**src/rtl/perf_pkg.sv**
```systemverilog
// rtl/perf_pkg.sv - shared constants and helpers for the pipeline performance counter
package perf_pkg;

   localparam bit MODE_WRAP = 1'b0;
   localparam bit MODE_SAT  = 1'b1;

   localparam int CH_STALL   = 0;
   localparam int CH_FLUSH   = 1;
   localparam int CH_RETIRE  = 2;
   localparam int CH_LOADUSE = 3;

   // Selector must reach NUM_CH itself, which addresses the cycle snapshot.
   function automatic int sel_w(input int num_ch);
      return $clog2(num_ch + 1);
   endfunction

endpackage

```
**src/rtl/perf_ctr_cell.sv**
```systemverilog
// rtl/perf_ctr_cell.sv - one event counter with clear, saturate/wrap mode and sticky overflow
module perf_ctr_cell
   import perf_pkg::*;
#(
   parameter int W = 32
) (
   input  logic         clk_i,
   input  logic         rst_i,
   input  logic         clr_i,
   input  logic         inc_i,
   input  logic         sat_i,
   output logic [W-1:0] cnt_o,
   output logic         ovf_o
);

   logic [W-1:0] r_cnt;
   logic         r_ovf;
   logic         w_at_max;

   assign w_at_max = &r_cnt;

   always_ff @(posedge clk_i) begin
      if (rst_i || clr_i) begin
         r_cnt <= '0;
         r_ovf <= 1'b0;
      end else if (inc_i) begin
         if (w_at_max) begin
            r_ovf <= 1'b1;
            r_cnt <= (sat_i == MODE_SAT) ? r_cnt : '0;
         end else begin
            r_cnt <= r_cnt + W'(1);
         end
      end
   end

   assign cnt_o = r_cnt;
   assign ovf_o = r_ovf;

endmodule

```
**src/rtl/pipeline_perf_counter.sv**
```systemverilog
// rtl/pipeline_perf_counter.sv - cycle/event monitor with run limit, freeze, snapshot and readout
module pipeline_perf_counter
   import perf_pkg::*;
#(
   parameter int   NUM_CH   = 4,
   parameter int   CNT_W    = 32,
   parameter int   CYC_W    = 32,
   parameter bit   SATURATE = 1'b1,
   localparam int  SEL_W    = sel_w(NUM_CH)
) (
   input  logic              clk_i,
   input  logic              rst_i,
   input  logic              start_i,
   input  logic              freeze_i,
   input  logic              clear_i,
   input  logic              snap_i,
   input  logic [NUM_CH-1:0] event_i,
   input  logic [CYC_W-1:0]  limit_i,
   input  logic [SEL_W-1:0]  rd_sel_i,
   output logic [CNT_W-1:0]  rd_data_o,
   output logic [CYC_W-1:0]  cycle_o,
   output logic [NUM_CH-1:0] ovf_o,
   output logic              done_o,
   output logic              snap_valid_o
);

   logic              w_active;
   logic              w_limit_on;
   logic              w_limit_hit_pre;
   logic              w_inc;
   logic [CYC_W-1:0]  w_cyc;
   logic [CYC_W-1:0]  w_cyc_next;
   logic              w_cyc_ovf_unused;
   logic [CNT_W-1:0]  w_cnt [NUM_CH];
   logic [CNT_W-1:0]  w_cyc_rd;
   logic [CNT_W-1:0]  w_rd_mux;

   logic              r_done;
   logic [CNT_W-1:0]  r_snap [NUM_CH];
   logic [CYC_W-1:0]  r_snap_cyc;
   logic              r_snap_valid;
   logic [CNT_W-1:0]  r_rd_data;

   // A limit already met (e.g. lowered mid-run) ends the run without another increment.
   assign w_active        = start_i & ~freeze_i & ~r_done;
   assign w_limit_on      = (limit_i != '0);
   assign w_limit_hit_pre = w_limit_on && (w_cyc >= limit_i);
   assign w_inc           = w_active & ~w_limit_hit_pre;
   assign w_cyc_next      = (&w_cyc) ? (SATURATE ? w_cyc : '0) : w_cyc + CYC_W'(1);

   perf_ctr_cell #(.W(CYC_W)) u_cyc (
      .clk_i (clk_i),
      .rst_i (rst_i),
      .clr_i (clear_i),
      .inc_i (w_inc),
      .sat_i (SATURATE),
      .cnt_o (w_cyc),
      .ovf_o (w_cyc_ovf_unused)
   );

   for (genvar g = 0; g < NUM_CH; g++) begin : g_ch
      perf_ctr_cell #(.W(CNT_W)) u_ch (
         .clk_i (clk_i),
         .rst_i (rst_i),
         .clr_i (clear_i),
         .inc_i (w_inc & event_i[g]),
         .sat_i (SATURATE),
         .cnt_o (w_cnt[g]),
         .ovf_o (ovf_o[g])
      );
   end

   always_ff @(posedge clk_i) begin
      if (rst_i || clear_i) begin
         r_done <= 1'b0;
      end else if (w_active && w_limit_on && (w_limit_hit_pre || (w_cyc_next >= limit_i))) begin
         r_done <= 1'b1;
      end
   end

   if (CNT_W > CYC_W) begin : g_cyc_ext
      assign w_cyc_rd = {{(CNT_W-CYC_W){1'b0}}, r_snap_cyc};
   end else begin : g_cyc_trunc
      assign w_cyc_rd = r_snap_cyc[CNT_W-1:0];
   end

   always_comb begin
      w_rd_mux = '0;
      if (rd_sel_i == SEL_W'(NUM_CH)) begin
         w_rd_mux = w_cyc_rd;
      end
      for (int k = 0; k < NUM_CH; k++) begin
         if (rd_sel_i == SEL_W'(k)) begin
            w_rd_mux = r_snap[k];
         end
      end
   end

   // Snapshot sees pre-edge live values, so a same-edge clear does not reach it.
   always_ff @(posedge clk_i) begin
      if (rst_i) begin
         for (int k = 0; k < NUM_CH; k++) begin
            r_snap[k] <= '0;
         end
         r_snap_cyc   <= '0;
         r_snap_valid <= 1'b0;
         r_rd_data    <= '0;
      end else begin
         if (snap_i) begin
            for (int k = 0; k < NUM_CH; k++) begin
               r_snap[k] <= w_cnt[k];
            end
            r_snap_cyc   <= w_cyc;
            r_snap_valid <= 1'b1;
         end
         r_rd_data <= w_rd_mux;
      end
   end

   assign rd_data_o    = r_rd_data;
   assign cycle_o      = w_cyc;
   assign done_o       = r_done;
   assign snap_valid_o = r_snap_valid;

endmodule
```
**config.mk**
```make
export PLATFORM = sky130hd
export DESIGN_NAME = pipeline_perf_counter
export DESIGN_NICKNAME = d
export VERILOG_FILES = /design/src/rtl/perf_pkg.sv /design/src/rtl/perf_ctr_cell.sv /design/src/rtl/pipeline_perf_counter.sv
export SDC_FILE = /design/constraint.sdc
export NUM_CORES = 1
export LEC_CHECK = 0
export BUFFER_PORTS_ARGS = -buffer_cell sky130_fd_sc_hd__buf_2
export CELL_PAD_IN_SITES_DETAIL_PLACEMENT = 1
export CELL_PAD_IN_SITES_GLOBAL_PLACEMENT = 1
export CORE_MARGIN = 2
export CORE_UTILIZATION = 45
export DETAILED_ROUTE_END_ITERATION = 10
export PLACE_DENSITY_LB_ADDON = 0.25
export SYNTH_ARGS = -nofsm -noshare
export SYNTH_HDL_FRONTEND = slang
export SYNTH_SLANG_ARGS = --single-unit
export TNS_END_PERCENT = 20
```
**constraint.sdc**
```tcl
create_clock -name clk_i -period 6.18 [get_ports clk_i]
set_clock_uncertainty 0.2 [all_clocks]
set_input_delay 1.236 -clock clk_i [delete_from_list [all_inputs] [get_ports clk_i]]
set_output_delay 1.236 -clock clk_i [all_outputs]
set_load 0.05 [all_outputs]
```
Yosys cells after proc, flatten, opt, wreduce, memory -nomap -nowiden
Memory sizes are Yosys's and may differ from the RTL's.
Index checks and enable logic that the tools add are counted.
{ "word_totals": {"register_bits": 230, "latch_bits": 0, "ram_bits": 128, "rom_bits": 0, "input_bits": 45, "output_inout_bits": 70, "mem_count": 1} }
{ "classes": {"add_sub_neg": 5, "n_mul": 0, "div_mod_pow": 0, "n_lt_le_gt_ge": 2, "n_eq_ne": 4, "shifts": 0, "n_mux": 15, "bitwise_logic": 18, "reduce_logical": 20} }
{ "mem_list": {"columns": ["memory", "words", "width", "read_ports", "rd_clocked_by_memory_dff", "wr", "line", "text"], "rows": [
  ["r_snap", 4, 32, 4, 0, 4, "pipeline_perf_counter.sv:39", "logic [CNT_W-1:0] r_snap [NUM_CH];"]
]} }
{ "ops": {"columns": ["cell", "n"], "rows": [
  ["2-to-1 mux 32 bit", 10],
  ["adder 32 x 1 -> 32 bit, second input constant", 5],
  ["AND reduction 32 bit", 5],
  ["AND reduction 33 bit", 4],
  ["greater-or-equal comparator 32 bit", 2],
  ["nonzero test 32 bit", 1],
  ["AND reduction 2 bit", 4],
  ["AND 1 bit", 7],
  ["inverter 1 bit", 7],
  ["equality test 3 x 2 -> 1 bit, second input constant", 2],
  ["2-to-1 mux 1 bit", 5],
  ["bitwise OR 1 bit", 4],
  ["equality test 3 x 1 -> 1 bit, second input constant", 1],
  ["equality test 3 bit, second input constant", 1],
  ["logical AND 1 bit", 3],
  ["logical NOT 3 bit", 1],
  ["logical OR 1 bit", 2]
]} }

Logic depth before layout (Yosys ltp)
{ "logic_depth": {"ltp_word": 6, "mapped_depth": 17, "depth_no_buf": 16} }

By module
Synthesis repeated with hierarchy kept, for this count alone.
{ "unflattened": {"cells_unflattened": 2213, "area_unflattened_um2": 20269.4} }
{ "modules_own_cells": {"columns": ["module", "instances", "cells_each", "area_per_inst_um2", "seq_area_each_um2"], "rows": [
  ["pipeline_perf_counter", 1, 983, 10172.3, 5165.0],
  ["perf_ctr_cell", 5, 246, 2019.4, 660.6]
]} }

Worst setup path before layout
OpenSTA, ideal clock, no wires.
{ "synth_path": {"path_kind": "input port to flip-flop", "startpoint": "input snap_i", "endpoint": "memory r_snap[0][0] (enable)", "setup_time_ns": 0.433, "arrival_time_ns": 3.644, "slack_ns": 1.903, "path_stages": 3, "path_buffers": 2, "path_cell_list": "clkbuf_1 > buf_1 > or2_2"} }
{ "synth_lines": {"columns": ["item", "line", "text"], "rows": [
  ["from (decl)", "pipeline_perf_counter.sv:16", "input logic snap_i,"],
  ["to (decl)", "pipeline_perf_counter.sv:39", null]
]} }

Worst setup path in the final report
{ "layout_path": {"startpoint": "register u_cyc.r_cnt[8] (netlist: u_cyc.cnt_o[8])", "endpoint": "register r_done (netlist: done_o)"} }
{ "layout_between": {"elab_chain_cells": 5} }
{ "layout_rtl": {"columns": ["item", "line", "text"], "rows": [
  ["from (decl)", "perf_ctr_cell.sv:16", "logic [W-1:0] r_cnt;"],
  ["from (signal assigned)", "perf_ctr_cell.sv:29", "r_cnt <= (sat_i == MODE_SAT) ? r_cnt : '0;"],
  ["from (signal assigned)", "perf_ctr_cell.sv:31", "r_cnt <= r_cnt + W'(1);"],
  ["AND reduction 32 bit", "pipeline_perf_counter.sv:49", "assign w_cyc_next = (&w_cyc) ? (SATURATE ? w_cyc : '0) : w_cyc + CYC_W'(1);"],
  ["2-to-1 mux 32 bit", null, null],
  ["named net w_cyc_next[5]", "pipeline_perf_counter.sv:32", "logic [CYC_W-1:0] w_cyc_next;"],
  ["greater-or-equal comparator 32 bit", "pipeline_perf_counter.sv:76", "end else if (w_active && w_limit_on && (w_limit_hit_pre || (w_cyc_next >= limit_i))) begin"],
  ["logical OR 1 bit", "pipeline_perf_counter.sv:76", null],
  ["logical AND 1 bit", "pipeline_perf_counter.sv:76", null],
  ["to (signal assigned)", "pipeline_perf_counter.sv:75", "r_done <= 1'b0;"],
  ["to (signal assigned)", "pipeline_perf_counter.sv:77", "r_done <= 1'b1;"],
  ["to (decl)", "pipeline_perf_counter.sv:38", "logic r_done;"]
]} }
The timed path passes the listed nets, and every way through them passes these cells.
A chain may end at the register's enable or synchronous reset.

==> results.yml <==
placed_design:
  dpl-instance-area_um2: 18800
  gp_congestion: 0.893
  dp_hpwl_mm: 35.6
  dp.cells: 2443
  portBuffers: 114
synthesis:
  yosysSeqAreaShare_pct: 47.5
  yosys_warnings: 0
  synth_top_cell_by_area: "dfxtp_1"
  synth_edf_count: 128
  synth.most_common_cell: "nor2_1"
  ys.flop_type: "dfxtp_1"
  syn-num-nets: 2012
  synth_area_um2: 17800
  synth.avg_cell_area_um2: 9.37
  yosysTopAreaCellShare_pct: 25.9
  synth.distinct_cells: 60
  ys_seq_elements: 358
  netlist_top_cells_area: "dfxtp_1, edfxtp_1, nor2_1, ha_1, and2_1"
  synth_commonest_cells: "nor2_1, dfxtp_1, and2_1"
  syn_inst: 1898
  async_flop_share_pct: 0
cells_and_area:
  final_area_um2: 20100
  fin_util_pct: 51.8
  final_nets: 2081
  area_growth_pct: 13.2
  layout.cells.non_filler: 2516
  drive_gt1_share_pct: 11.2
critical_path:
  path_cells: "and4_1 > nand4_1 > nor3_1 > buf_4 > nand3_1 > nor3b_1 > xor2_1 > ha_1 > a21o_1 > a21o_1 > a21oi_1 > o21ai_0 > a2111oi_0 > buf_4 > nand4b_1 > nand3_1"
  crit_arrival_ns: 4.76
  r2r_start: "u_cyc.cnt_o[8]"
  slowest_delay_ns: 0.59
  critPathSlowestCell: "dfxtp_1"
  rr_endpoint: "done_o"
  cp.required_ns: 6.40
  path_max_fanout: 10
  worstPathBufferInverterCount: 2
  critPathKind: "reg2reg"
  cp-end-kind: "register"
  crit_path_end: "done_o"
  path_delay_family: "simple AND/OR/NAND/NOR gates"
  crit_start: "u_cyc.cnt_o[8]"
  path_depth: 16
  reg2reg_setup_slack_ns: 1.64
  rr_worst_depth: 16
  start_kind: "register"
sta:
  final.period_utilization_pct: 73.5
  tns_ns: 0
  tightestPinTransition_ns: 1.10
  fmax_mhz: 220
  final_max_slew_viol_count: 0
  relSlewSlack_pct: 26.0
  setup_viol: 0
  rsz0062_at_grt: "false"
  finalHoldViolCount: 0
  fin_crit_ns: 4.54
pwr:
  netSwitchingFraction_pct: 23.2
  seqPwrFrac_pct: 48.0
  power_density_nw_per_um2: 259
  switchingPower_mw: 1.21
  p_int_mw: 4.01
  cellLeakagePower_nw: 7.85
  worst_ir_drop_vdd_v: 0.000189
  p_comb_share_pct: 6.0
  pwr-share-clk_pct: 46.0
global_routing:
  grt_antenna_before_repair: 2
  grtUsageTotal_pct: 24.4
  grt_pass1_vias: 14700
  grt_max_degree: 129
  grt_pass1_wl_mm: 80.8
  grt_overflow: 0
floorplan:
  core_um2: 38800
  die_w_um: 203
  start_util_pct: 45.8
  io_pins: 115
  die_y_um: 203
  rows: 72
  die-area_um2: 41100
run:
  cap_violations: 0
clock_tree:
  root_buffer: "clkbuf_16"
  cts_tree: "yes"
  clk_pin_slew_ns: 0.06
  cts_hold_buffers: 0
  cts_setup_buffers: 0
  clock_latency_ns: 0.54
  htree_num_levels: 2
  cts_max_path_buffers: 3
  cts_resized: 0
  cts_sinks: 358
  numCtsBuffers: 40
route:
  wl_per_cell_um: 20.0
  via_per_inst: 5.68
  routed_wirelength_mm: 50.4
  vias: 14300
  detail_route.iter0.violations: 757
  ant_nets: 0
  drc: 0
  dr.pass1.iters: 4
status:
  status: "complete, no violations"
hold_path:
  hold_class: "reg2reg"
tightest hold or removal path: cells and delay by family (launching register included):
family,cells,cell delay [ns]
AND/OR/NAND/NOR,2,0.11
flip-flops,1,0.33
how the worst min path moves through the flow:
stage | cells past startpoint | start | to | slack [ns]
after floorplan | 2 | g_ch[0].u_ch.ovf_o | g_ch[0].u_ch.ovf_o | 0.24
after global placement | 2 | snap_valid_o | snap_valid_o | 0.24
after detailed placement | 2 | g_ch[1].u_ch.ovf_o | g_ch[1].u_ch.ovf_o | 0.26
after CTS | 2 | snap_valid_o | snap_valid_o | 0.28
after global routing | 2 | snap_valid_o | snap_valid_o | 0.30
final | 2 | snap_valid_o | snap_valid_o | 0.27
state kept, by name (all words and copies together) (netlist names):
register and flops:
r_snap 128, snap_valid_o 1, rd_data_o 32, r_snap_cyc 32, done_o 1, u_cyc.cnt_o 32, g_ch.u_ch.cnt_o 128, g_ch.u_ch.ovf_o 4
layout make-up:
cell class | instances | area, µm²
Antenna cell | 1 | 2.50
Clock buffer | 51 | 1110
Clock inverter | 21 | 205
Fill cell | 4425 | 18700
Inverter | 46 | 173
Multi-Input combinational cell | 1385 | 8770
Sequential cell | 358 | 8450
Tap cell | 518 | 648
Timing Repair Buffer | 136 | 761
per-stage QoR:
stage          worst slack [ns]  hold WS, ns  power, mW
2_1_floorplan              1.90        0.238       2.76
3_3_place_gp               1.32        0.241       2.86
3_5_place_dp               1.24        0.263       2.87
4_1_cts                    1.63        0.280       5.27
5_1_grt                    1.35        0.304       5.38
6_report                   1.64        0.269       5.22
power groups by stage:
stage / Combinational [mW] / Clock, mW / Sequential (mW)
finish: 0.314 / 2.40 / 2.51
global route: 0.342 / 2.53 / 2.51
global placement: 0.307 / 0 / 2.56
floorplan: 0.167 / 0 / 2.59
CTS: 0.317 / 2.44 / 2.51
detailed placement: 0.315 / 0 / 2.56
layer usage:
| layer | wire length, µm | global-route usage [%] | vias to the layer above |
|---|---|---|---|
| li1 | - | - | 6831 |
| met1 | 22400 | 31.1 | 7092 |
| met2 | 24500 | 42.8 | 293 |
| met3 | 2060 | 3.05 | 78 |
| met4 | 1490 | 8.34 | 2 |
| met5 | 11 | 0 | - |
cell families after synthesis:
logic type                 share of synthesized area, %
buffers and inverters                              3.41
muxes                                              3.89
AOI/OAI and AO/OA                                  8.28
DFF                                                47.5
adders and majority gates                          4.86
xor gates and xnor gates                           7.19
and+or+nand+nor                                    24.8
cell usage in the layout (no fill, tap or decap), drive strengths merged, types with 3 or more instances in the layout:
| cell type | instances |
|---|---|
| a2111oi | 3 |
| a21o | 17 |
| a21oi | 88 |
| a31o | 4 |
| a31oi | 5 |
| a41o | 3 |
| and2 | 136 |
| and3 | 28 |
| and4 | 21 |
| buf | 136 |
| bufinv | 4 |
| clkbuf | 51 |
| clkinv | 15 |
| dfxtp | 230 |
| edfxtp | 128 |
| ha | 69 |
| inv | 46 |
| mux2i | 68 |
| nand2 | 119 |
| nand2b | 6 |
| nand3 | 76 |
| nand3b | 3 |
| nand4 | 58 |
| nand4b | 5 |
| nor2 | 256 |
| nor2b | 5 |
| nor3 | 52 |
| nor3b | 3 |
| nor4 | 39 |
| o211ai | 37 |
| o21ai | 64 |
| or2 | 8 |
| or3 | 29 |
| or4 | 14 |
| xnor2 | 87 |
| xor2 | 59 |
(Power assumes the default switching activity.)
